===== src/rtl/fifo8.sv =====
// fifo8: 8-word x 16-bit first-word-fall-through FIFO with valid/ready on both sides,
// an almost_full threshold and a sticky overflow flag.
module fifo8 #(
  parameter int AF_LEVEL = 6
) (
  input  logic        clk,
  input  logic        rst_n,
  input  logic [15:0] in_data,
  input  logic        in_valid,
  output logic        in_ready,
  output logic [15:0] out_data,
  output logic        out_valid,
  input  logic        out_ready,
  output logic [3:0]  count,
  output logic        almost_full,
  output logic        overflow
);

  // Handshake: a word moves on a side only in a cycle where valid && ready is
  // high at the rising edge; ready and valid come only from registered count.

  logic [15:0] mem_q [8];
  logic [2:0]  wr_ptr_q, wr_ptr_d;
  logic [2:0]  rd_ptr_q, rd_ptr_d;
  logic [3:0]  count_q, count_d;
  logic        overflow_q, overflow_d;
  logic        push, pop;

  assign in_ready    = (count_q != 4'd8);
  assign out_valid   = (count_q != 4'd0);
  assign push        = in_valid && in_ready;
  assign pop         = out_valid && out_ready;
  assign out_data    = out_valid ? mem_q[rd_ptr_q] : 16'h0000;
  assign count       = count_q;
  assign almost_full = (count_q >= 4'(AF_LEVEL));
  assign overflow    = overflow_q;

  always_comb begin
    wr_ptr_d   = wr_ptr_q;
    rd_ptr_d   = rd_ptr_q;
    count_d    = count_q;
    overflow_d = overflow_q;
    if (push) wr_ptr_d = wr_ptr_q + 3'd1;
    if (pop)  rd_ptr_d = rd_ptr_q + 3'd1;
    if (push && !pop) count_d = count_q + 4'd1;
    if (pop && !push) count_d = count_q - 4'd1;
    if (in_valid && !in_ready) overflow_d = 1'b1;
  end

  always_ff @(posedge clk or negedge rst_n) begin
    if (!rst_n) begin
      wr_ptr_q   <= 3'd0;
      rd_ptr_q   <= 3'd0;
      count_q    <= 4'd0;
      overflow_q <= 1'b0;
    end else begin
      wr_ptr_q   <= wr_ptr_d;
      rd_ptr_q   <= rd_ptr_d;
      count_q    <= count_d;
      overflow_q <= overflow_d;
    end
  end

  // Storage is deliberately not reset; out_data masks it whenever count is 0.
  always_ff @(posedge clk) begin
    if (push) mem_q[wr_ptr_q] <= in_data;
  end

endmodule


===== config.mk =====
export PLATFORM = sky130hd
export DESIGN_NAME = fifo8
export DESIGN_NICKNAME = d
export VERILOG_FILES = /design/src/rtl/fifo8.sv
export SDC_FILE = /design/constraint.sdc
export NUM_CORES = 1
export LEC_CHECK = 0
export CORE_MARGIN = 2
export CORE_UTILIZATION = 55
export DETAILED_ROUTE_END_ITERATION = 7
export GPL_TIMING_DRIVEN = 0
export HOLD_SLACK_MARGIN = 0.02
export PLACE_DENSITY = 0.76
export SETUP_SLACK_MARGIN = 0.1
export SYNTH_ARGS = -nofsm -noshare
export SYNTH_HDL_FRONTEND = slang
export SYNTH_SLANG_ARGS = --single-unit

===== constraint.sdc =====
create_clock -name clk -period 3.45 [get_ports clk]
set_input_delay 1.035 -clock clk [delete_from_list [all_inputs] [get_ports clk]]
set_output_delay 1.035 -clock clk [all_outputs]
set_load 0.01 [all_outputs]

==> run metrics <==
run status complete, no violations; core area 0.00973 sq mm; most common cell after layout, fill and taps aside edfxtp_1; first-pass GRT wire length 16.6 mm; starting density of the core 56.6%; clk sinks 139; vias per cell 5.54; Design Area, Final 0.00696 sq mm; Mapped Avg Cell Area 20.4 sq um; vias in the first global route 2883; critical path fanouts, max 8; register area share after synthesis 74.8%; fmax 303 MHz; crit start category register; Reg2Reg Launch Point count[2]$_DFFE_PN0P_; remaining global-route overflow 0; final setup margin 0.154 ns; Post-Route M1 WL 4.51 mm; drt pass-1 iters 4; Period Utilization, post-route 95.5%; data required time of the worst path 2.41 ns; max-slew violation count 0; First DRT Iteration DRCs 246; total routed wirelength 11.0 mm; detailed-route DRC error count 0; ANT nets after route 0; DR top layer met4; Syn Nets 295; Buffers on Ports 43; DIE AREA 0.0108 sq mm; RSZ-0062 raised after global routing yes; most frequent cells in the layout 128 x edfxtp_1, 32 x mux4_2, 27 x clkdlybuf4s50_1; synth warn 0; final hold slack 0.481 ns; H-tree depth 4; Pwr Density 891 mW/mm^2; wire length on met3 660 um; Met2 Wirelength 5.63 mm; Hold Vio Cnt, Final 0; clk slew on worst S/H paths 0.06 ns; fin nets 371; Fill cells 600; pre-CTS worst setup slack -0.0635 ns; worst slew pin tran 0.909 ns; static leakage 2.42 nW; Antenna diodes 0; P&R area growth vs syn 26.3%; synth unique cells 30; Critical Path Source rd_ptr_q[0]$_DFFE_PN0P_; Max-slew headroom 39.1%; critical path class reg2out; CP Capture Type output port; initial antenna violation count 0; Mapped Cells 270; Via Count 2726; register bit count reported by yosys 139; synthesized area 0.00551 sq mm; largest net degree at the start of global routing 17; total track usage 21.5%; floorplan row count 36; area leader, netlist edfxtp_1; CP arrival 2.26 ns; total CTS buffers 17; Worst-Skew Late Latency 0.53 ns; Final Power 6.20 mW; max cap viols 0; post-route minimum period 3.30 ns; CTS tree yes; Final HPWL DP 6.54 mm; Ports 44; final number of setup-violating endpoints 0; gp weighted congestion 0.743; die height 104 um; hold_buf cts 0; clk_skew 0.00560 ns; Sequential Area 0.00412 sq mm; CTS max path bufs 2; Cell Area, Placed 0.00624 sq mm; class of the worst hold path reg2reg; maximum vdd drop 420 uV; Yosys top cell area share 69.8%; Wirelength per Cell 22.3 um; layout cells sized above 1 29.8%; HP Start overflow$_DFFE_PN0P_; Multi-input gate area 0.00133 sq mm; die width 104 um; clock root buffer clkbuf_8; Synth area leaders edfxtp_1 70%, mux4_2 13%, dfrtp_1 5.0%
==> area by class of cell <==
cell class,count,area share (%)
buffer,13,2.23
clock buffer,19,6.06
clock inverter,13,1.71
inverter,3,0.162
multi-input combinational,114,19.2
sequential,139,59.2
tap,133,2.39
timing repair buffer,58,9.07
==> Yosys cell counts <==
cell      count
xnor2_1       3
nand2_1       9
mux2_4        1
clkbuf_1      4
a21o_1        1
and2_4        1
edfxtp_1    128
mux2i_1      16
dfrtp_1      11
inv_1         1
nor4_4        1
a31oi_1       1
ha_1          5
xor2_1        5
mux4_2       32
nand2b_1      4
or4b_1        1
nor3_1        2
and2_1        1
nand3b_1      1
nor3b_1       2
mux2_2        1
nor2_1       23
o21bai_1      1
buf_6         2
inv_2         2
buf_2         6
a21oi_1       2
a211o_1       1
buf_1         2
==> flip-flops by register name, summed over array words and instances, names as in the netlist <==
register	flops
mem_q	128
rd_ptr_q	3
overflow	1
wr_ptr_q	3
count	4
==> through the flow <==
| stage | utilization (%) | setup TNS [ns] | instances |
|---|---|---|---|
| floorplan | - | 0 | 270 |
| global placement | 62.8 | -42.97 | 446 |
| detailed placement | 64.1 | -0.221 | 454 |
| CTS | 70.5 | 0 | 488 |
| global route | 71.5 | 0 | 492 |
| finish | 71.5 | 0 | 492 |
==> critical path: stages, from the launching register on <==
cell and delay (ns):
dfrtp_1 0.40, buf_8 0.19, clkbuf_16 0.17, mux4_2 0.49, mux2i_1 0.15, nor2_1 0.06, clkdlybuf4s15_1 0.26
==> report_power, final <==
group | internal [mW] | switching, mW | total (mW)
clock | 0.958 | 0.689 | 1.65
combinational | 1.20 | 1.06 | 2.26
sequential | 2.14 | 0.151 | 2.29
total | 4.30 | 1.90 | 6.20
==> cell families after synthesis <==
| logic type | share of synthesized area (%) |
|---|---|
| flip-flops | 74.8 |
| adder cells (fa/ha/maj) | 1.14 |
| AND/OR/NAND/NOR | 4.07 |
| AO/OA/AOI/OAI | 0.727 |
| buffers and inverters | 1.57 |
| XOR/XNOR | 1.27 |
| multiplexers | 16.5 |
==> routing by layer <==
layer	vias to the layer above	GRT usage [%]
li1	1234	-
met1	1386	27.7
met2	94	34.5
met3	12	6.95
met4	0	8.49
met5	-	0
==> repair_timing <==
item | in CTS | in global routing
endpoints found under the setup margin | 16 | 13
endpoints found under the hold margin | 0 | 0
gates resized for setup | 42 | 17
pin swaps | 1 | 0
cloned | 0 | 3
buffers inserted | 3 | 1
==> worst paths after layout <==
path / endpoint / slack, ns / depth (start not counted)
max in group asynchronous: count[2]$_DFFE_PN0P_ / 2.25 / 1
setup reg to reg: count[2]$_DFFE_PN0P_ / 0.75 / 13
hold / removal: overflow$_DFFE_PN0P_ / 0.48 / 1
min in group asynchronous: count[0]$_DFFE_PN0P_ / 0.85 / 1
setup / recovery: out_data[11] / 0.15 / 6
hold reg to reg: overflow$_DFFE_PN0P_ / 0.48 / 1
No activity file was read; power rests on OpenSTA's default activity.
